**config.mk**
```make
export PLATFORM = sky130hd
export DESIGN_NAME = rfifo_uart_tx
export DESIGN_NICKNAME = d
export VERILOG_FILES = /design/src/rtl/uart_pkg.sv /design/src/rtl/uart_baud_tick.sv /design/src/rtl/rfifo_uart_tx.sv
export SDC_FILE = /design/constraint.sdc
export NUM_CORES = 1
export LEC_CHECK = 0
export CAP_MARGIN = 20
export CORE_MARGIN = 5
export CORE_UTILIZATION = 51
export DETAILED_ROUTE_END_ITERATION = 10
export PLACE_DENSITY_LB_ADDON = 0.25
export SLEW_MARGIN = 20
export SYNTH_ARGS = -nofsm -noshare
export SYNTH_HDL_FRONTEND = slang
export SYNTH_SLANG_ARGS = --single-unit
```
**constraint.sdc**
```tcl
create_clock -name clk -period 2 [get_ports clk]
set_input_delay 0.5 -clock clk [delete_from_list [all_inputs] [get_ports clk]]
set_output_delay 0.5 -clock clk [all_outputs]
set_load 0.05 [all_outputs]
```
**src/rtl/uart_pkg.sv**
```systemverilog
// Shared UART definitions for the tx/rx data paths.
// State encodings, default baud divisor and frame helpers.
package uart_pkg;

    localparam int DEFAULT_BAUD_DIV = 5208;
    localparam int DATA_W = 8;

    typedef enum logic [2:0] {
        ST_IDLE,
        ST_FETCH,
        ST_LOAD,
        ST_START,
        ST_DATA,
        ST_PARITY,
        ST_STOP
    } uart_state_t;

    function automatic logic even_parity(input logic [DATA_W-1:0] d);
        return ^d;
    endfunction

endpackage

```
**src/rtl/uart_baud_tick.sv**
```systemverilog
// Bit-period counter: 0..BAUD_DIV-1 with synchronous clear.
// bit_end flags the last cycle of a bit, bit_near the one before it.
module uart_baud_tick #(
    parameter int BAUD_DIV = uart_pkg::DEFAULT_BAUD_DIV
) (
    input  logic clk,
    input  logic rst,
    input  logic clr,
    output logic bit_end,
    output logic bit_near
);

    localparam logic [15:0] LAST = 16'(BAUD_DIV - 1);
    localparam logic [15:0] NEAR = 16'(BAUD_DIV - 2);

    logic [15:0] cnt;

    assign bit_end  = !clr && (cnt == LAST);
    assign bit_near = !clr && (cnt == NEAR);

    always_ff @(posedge clk) begin
        if (rst || clr) begin
            cnt <= '0;
        end else if (bit_end) begin
            cnt <= '0;
        end else begin
            cnt <= cnt + 16'd1;
        end
    end

endmodule

```
**src/rtl/rfifo_uart_tx.sv**
```systemverilog
// Drains the SDRAM read FIFO and sends each word as a UART frame.
// Define RFIFO_UART_TX_PARITY_EN for an even parity bit (8E1).
module rfifo_uart_tx #(
    parameter int BAUD_DIV = uart_pkg::DEFAULT_BAUD_DIV,
    parameter int DATA_W   = uart_pkg::DATA_W
) (
    input  logic              clk,
    input  logic              rst,
    input  logic              tx_en,
    input  logic              rfifo_empty,
    output logic              rfifo_rd_en,
    input  logic [DATA_W-1:0] rfifo_rd_data,
    output logic              rs232_tx,
    output logic              tx_busy,
    output logic              tx_done
);

    import uart_pkg::*;

    localparam logic [2:0] LAST_BIT = 3'(DATA_W - 1);

    uart_state_t       state;
    logic [DATA_W-1:0] shreg;
    logic [2:0]        bit_cnt;
    logic              bit_end;
    logic              bit_near;
    logic              baud_clr;
`ifdef RFIFO_UART_TX_PARITY_EN
    logic              parity_q;
`endif

    // Counter only runs while a bit is on the line; every serial-state
    // transition happens on bit_end, where the counter wraps to zero.
    assign baud_clr = (state == ST_IDLE) || (state == ST_FETCH) ||
                      (state == ST_LOAD);

    uart_baud_tick #(
        .BAUD_DIV (BAUD_DIV)
    ) u_baud (
        .clk      (clk),
        .rst      (rst),
        .clr      (baud_clr),
        .bit_end  (bit_end),
        .bit_near (bit_near)
    );

    always_ff @(posedge clk) begin
        if (rst) begin
            state       <= ST_IDLE;
            shreg       <= '0;
            bit_cnt     <= '0;
            rs232_tx    <= 1'b1;
            rfifo_rd_en <= 1'b0;
            tx_busy     <= 1'b0;
            tx_done     <= 1'b0;
`ifdef RFIFO_UART_TX_PARITY_EN
            parity_q    <= 1'b0;
`endif
        end else begin
            rfifo_rd_en <= 1'b0;
            tx_done     <= 1'b0;
            unique case (state)
                ST_IDLE: begin
                    if (tx_en && !rfifo_empty) begin
                        state       <= ST_FETCH;
                        rfifo_rd_en <= 1'b1;
                        tx_busy     <= 1'b1;
                    end
                end
                ST_FETCH: begin
                    state <= ST_LOAD;
                end
                ST_LOAD: begin
                    shreg    <= rfifo_rd_data;
                    bit_cnt  <= '0;
                    rs232_tx <= 1'b0;
                    state    <= ST_START;
`ifdef RFIFO_UART_TX_PARITY_EN
                    parity_q <= even_parity(rfifo_rd_data);
`endif
                end
                ST_START: begin
                    if (bit_end) begin
                        rs232_tx <= shreg[0];
                        state    <= ST_DATA;
                    end
                end
                ST_DATA: begin
                    if (bit_end) begin
                        shreg   <= shreg >> 1;
                        bit_cnt <= bit_cnt + 3'd1;
                        if (bit_cnt == LAST_BIT) begin
`ifdef RFIFO_UART_TX_PARITY_EN
                            rs232_tx <= parity_q;
                            state    <= ST_PARITY;
`else
                            rs232_tx <= 1'b1;
                            state    <= ST_STOP;
`endif
                        end else begin
                            rs232_tx <= shreg[1];
                        end
                    end
                end
                ST_PARITY: begin
                    if (bit_end) begin
                        rs232_tx <= 1'b1;
                        state    <= ST_STOP;
                    end
                end
                ST_STOP: begin
                    if (bit_near) begin
                        tx_done <= 1'b1;
                    end
                    if (bit_end) begin
                        tx_busy <= 1'b0;
                        state   <= ST_IDLE;
                    end
                end
                default: begin
                    state <= ST_IDLE;
                end
            endcase
        end
    end

endmodule
```
# --- Word level (Yosys, flattened, before mapping) ---
# Cells that the tools add are included.
totals:
  in_bits: 12
  out_inout_bits: 4
  regBits: 34
  elab_cells: 67
classes:
  muxes: 21
  n_eq_ne: 15
  n_addsub: 2
  reduce_logical: 19
  n_bitwise: 2
op_table:
  columns: ["op", "count"]
  rows:
  - ["$eq A16 B13 Y1 const B", 2]
  - ["$mux W3", 7]
  - ["$pmux W3 S7", 1]
  - ["$add A16 B1 Y16 const B", 1]
  - ["$pmux W8 S2", 1]
  - ["$eq A3 B3 Y1 const B", 4]
  - ["$ne A2 B2 Y1 const B", 5]
  - ["$mux W1", 8]
  - ["$mux W8", 1]
  - ["$eq A3 B2 Y1 const B", 2]
  - ["$pmux W3 S2", 1]
  - ["$reduce_and A6 Y1", 1]
  - ["$reduce_or A2 Y1", 3]
  - ["$pmux W1 S4", 1]
  - ["$reduce_and A4 Y1", 1]
  - ["$reduce_bool A2 Y1", 2]
  - ["$reduce_bool A4 Y1", 1]
  - ["$add A3 B1 Y3 const B", 1]
  - ["$eq A3 B1 Y1 const B", 1]
  - ["$logic_and A1 B1 Y1", 3]
  - ["$logic_not A3 Y1", 1]
  - ["$logic_or A1 B1 Y1", 3]
  - ["$reduce_and A3 Y1", 1]
  - ["$logic_not A1 Y1", 2]
  - ["other kinds (4)", 5]

# --- Depth between registers and ports, before layout ---
logic_depth:
  depth_word: 7
  mapped_depth: 7
  mapped_depth_nobuf: 6

# --- By module ---
# From an unflattened synthesis, not the netlist that was laid out.
unflattened:
  cells_unflattened: 192
  hier_area_um2: 1795.5
by_module_without_submodules:
  columns: ["mod", "seq_area_each_um2", "area_per_inst_um2", "cells_each", "n_inst"]
  rows:
  - ["rfifo_uart_tx", 360.3, 1016.0, 103, 1]
  - ["uart_baud_tick", 320.3, 779.5, 89, 1]

# --- Worst setup path before layout ---
# OpenSTA, ideal clock, no wires.
synth_path:
  path_kind: "reg-to-reg"
  startpoint: "register u_baud.cnt[0]"
  endpoint: "register shreg[1]"
  t_arrival_ns: 1.623
  synth_period_minus_slack_ns: 1.742
  setup_time_ns: 0.119
  path_buffers: 2
  stages_incl_launch_ff: 8
  slack_ns: 0.258
  t_required_ns: 1.881
  cell_sequence: "dfxtp_1 -> ha_1 -> buf_2 -> nor3b_1 -> nand4_1 -> or2_0 -> clkbuf_1 -> o221a_2"
synth_between:
  elab_chain_cells: 4
synth_rtl:
  columns: ["item", "line", "text"]
  rows:
  - ["from (decl)", "uart_baud_tick.sv:16", "logic [15:0] cnt;"]
  - ["from (signal assigned)", "uart_baud_tick.sv:27", "cnt <= cnt + 16'd1;"]
  - ["$eq A16 B13 Y1", "uart_baud_tick.sv:18", "assign bit_end = !clr && (cnt == LAST);"]
  - ["$logic_and A1 B1 Y1", "uart_baud_tick.sv:18", null]
  - ["$ne A2 B2 Y1 (no line)", null, null]
  - ["$reduce_and A2 Y1 (no line)", null, null]
  - ["to (signal assigned)", "rfifo_uart_tx.sv:74", "shreg <= rfifo_rd_data;"]
  - ["to (signal assigned)", "rfifo_uart_tx.sv:90", "shreg <= shreg >> 1;"]
  - ["to (decl)", "rfifo_uart_tx.sv:23", "logic [DATA_W-1:0] shreg;"]
# Every way passes these cells.
# A chain may end at the register's enable or synchronous reset.

# --- Worst setup path in the final report ---
layout_path:
  startpoint: "register u_baud.cnt[0]"
  endpoint: "register shreg[0]"
# The elaborated chain is that of the path after synthesis.

==> metrics.cfg <==
[outcome]
status = completed

[clocking]
cts-root-buf = clkbuf_4
clock_latency_ns = 0.34
cts.hold.buffers_added = 0
post_cts_buffers = 0
cts_buffer_depth = 2
htreeDepth = 2
cts.sinks = 34
cts.clk_slew.worst_paths_ns = 0.10
numCtsBuffers = 5
cts_tree = yes

[synthesis]
synth_flop_cell = dfxtp_1
synth_top_cell_by_area = dfxtp_1
syn_inst = 186
async_flop_share_pct = 0
synth_area_leaders = dfxtp_1 (42%), nor2_1 (8.8%), xor2_1 (5.4%), o221a_2 (4.9%), ha_1 (3.1%)
synth_edf_count = 0
synth-seq-area-share_pct = 41.9
yosys.area_share.adder_pct = 3.08
synth-compound-area-share_pct = 14.3
synth-xor-area-share_pct = 6.48
synth_top_area_share_pct = 41.9
synth_fp_nets = 202
synth_area_sq_mm = 0.00162
yosys_warnings = 0
synth_mux_area_share_pct = 0.617
ys_ff_latch = 34
synth_simple_gate_area_share_pct = 29.8
syn_area_per_cell_sq_um = 8.72
yosysUniqueCellTypes = 44
synth_top_family_by_area = simple AND/OR/NAND/NOR gates

[power]
vdd_drop_max_mv = 0.498
power_density_mw_per_mm2 = 699
pwr-share-seq_pct = 57.0
finalPower_mw = 1.30
power.internal_uw = 959
p_clk_share_pct = 30.5
power.switching_uw = 344
p_comb_share_pct = 12.5
total_leakage_power_nw = 0.702
swShare_pct = 26.4

[place]
dp.cells = 238
place_ws_ns = 0.232
place_hpwl_um = 2360
place_congestion = 0.879
place_area_sq_mm = 0.00180
portBuffers = 15

[die]
chipHeight_um = 66.4
io_pins = 16
fp.dieW_um = 66.4
initial_utilization_pct = 53.2
core_area_sq_mm = 0.00305
rows = 20
dieArea_sq_mm = 0.00441

[critical_path]
crit_fanout = 8
path_cells = ha_1 > nor3b_1 > nand4_1 > o21ai_1 > o221a_2
worst_path_max_delay_cell = o21ai_1
cp.arrival_ns = 2.10
required_ns = 2.29
timing.rr.start = u_baud.cnt[0]
start_kind = register
cp-startpoint = u_baud.cnt[0]
end_kind = register
critical_path_class = register to register
critPathMaxStageDelay_ns = 0.48

[global_route]
grt_use_total_pct = 17.1
grt_antenna_before_repair = 0
grt_pass1_vias = 1345
grt-ovfl-total = 0
grtUsageMet1_pct = 18.9
grt_pass1_wl_um = 5750
top_usage_layer = met2
grt_max_degree = 21
globalRouteMet3Util_pct = 4.25
grt_util_met2_pct = 29.6

[detailed_routing]
drt-initial-drc-count = 113
num_vias = 1371
vias_per_cell = 5.57
first_pass_iters = 5
wl_per_cell_um = 13.1
post-route-drc-count = 0
drt-total-wl_um = 3230
ant_nets = 0

[sta]
hold_viol = 0
tightest_slew_ns = 0.542
slew_viol_final = 0
finalSetupTns_ns = 0
fin_ws_ns = 0.192
grt_setup_unrepaired = no
skew_ns = 0.0103
timing.final.crit_share_pct = 90.4
fin_crit_ns = 1.81
hold_ws_ns = 0.486
max_freq_mhz = 553
timing.final.setup_violations = 0
relSlewSlack_pct = 63.6

[min_path]
hold_class = register to register
hp-start = tx_busy

[final_layout]
finish.instance_area_sq_mm = 0.00186
final_cell_mix = nor2_1 (38), dfxtp_1 (34), clkdlybuf4s50_1 (11)
diodes = 0
drive_gt1_share_pct = 13.4
layout_commonest_cell = nor2_1
fin_cells = 246
final_core_util_pct = 61.1
final_net_count = 217
syn2layout_area_growth_pct = 14.9

[run]
maxCapViolCount = 0

registers in the layout, indices dropped and copies added (netlist names):
signal and flops:
tx_busy 1, shreg 8, u_baud.cnt 16, state 3, rfifo_rd_en 1, tx_done 1
bit_cnt 3, rs232_tx 1
synthesized netlist by cell type (2+ instances only):
library cell  instances
a211oi_1              2
a21oi_1               6
a31oi_1               3
and4_1                2
and4_2                2
buf_2                 2
clkbuf_1              6
dfxtp_1              34
ha_1                  4
inv_1                 4
nand2_1               8
nand2b_1              5
nand3_1               9
nand4_1               7
nor2_1               38
nor2b_1               2
o211ai_1              3
o21ai_0               4
o221a_2               7
or2_0                 2
or3_1                 3
xnor2_1               2
xor2_1               10
final timing paths:
kind                                 end  slack, ns  cells after the start
worst min register to register   tx_busy       0.49                      2
worst max register to register  shreg[0]       0.19                      5
worst min-delay path             tx_busy       0.49                      2
worst max-delay path            shreg[0]       0.19                      5
power groups by stage:
stage               combinational, mW  sequential [mW]  clock, mW
finish                          0.163            0.743      0.397
global route                    0.179            0.747      0.456
CTS                             0.164            0.742      0.409
detailed placement              0.164            0.757          0
global placement                0.160            0.754          0
floorplan                       0.101            0.764          0
timing repair:
item | in CTS | in global routing
hold endpoints to repair | 0 | 0
endpoints found under the setup margin | 1 | 2
resized for setup | 1 | 2
kinds of logic (layout without fill, tap and decap cells):
logic type / count (synthesis) / count (layout)
adder cells (fa/ha/maj): 4 / 4
XOR/XNOR: 12 / 12
AND/OR/NAND/NOR: 90 / 90
flip-flops: 34 / 34
AO/OA/AOI/OAI: 31 / 31
multiplexers: 1 / 1
buffers and inverters: 14 / 30
cell type report:
| cell class | count | area, sq um |
|---|---|---|
| multi-input cells | 138 | 880 |
| well taps | 44 | 55.1 |
| repair buffers | 18 | 174 |
| fillers | 289 | 1190 |
| clock inverters | 1 | 5.00 |
| inverters | 4 | 15.0 |
| flip-flops and latches | 34 | 681 |
| clock buffers | 7 | 55.1 |
metal layers:
metal,up-vias,routed length [um]
met5,-,0
met4,0,74
met2,30,1610
met1,638,1410
met3,7,141
li1,696,-
worst max-delay path, delay by kind of cell (launching register included):
kind            cells  cell delay, ns
compound gates      2            0.77
flops               1            0.41
simple gates        2            0.39
fa+ha+maj           1            0.19
No activity file was read; power rests on OpenSTA's default activity.
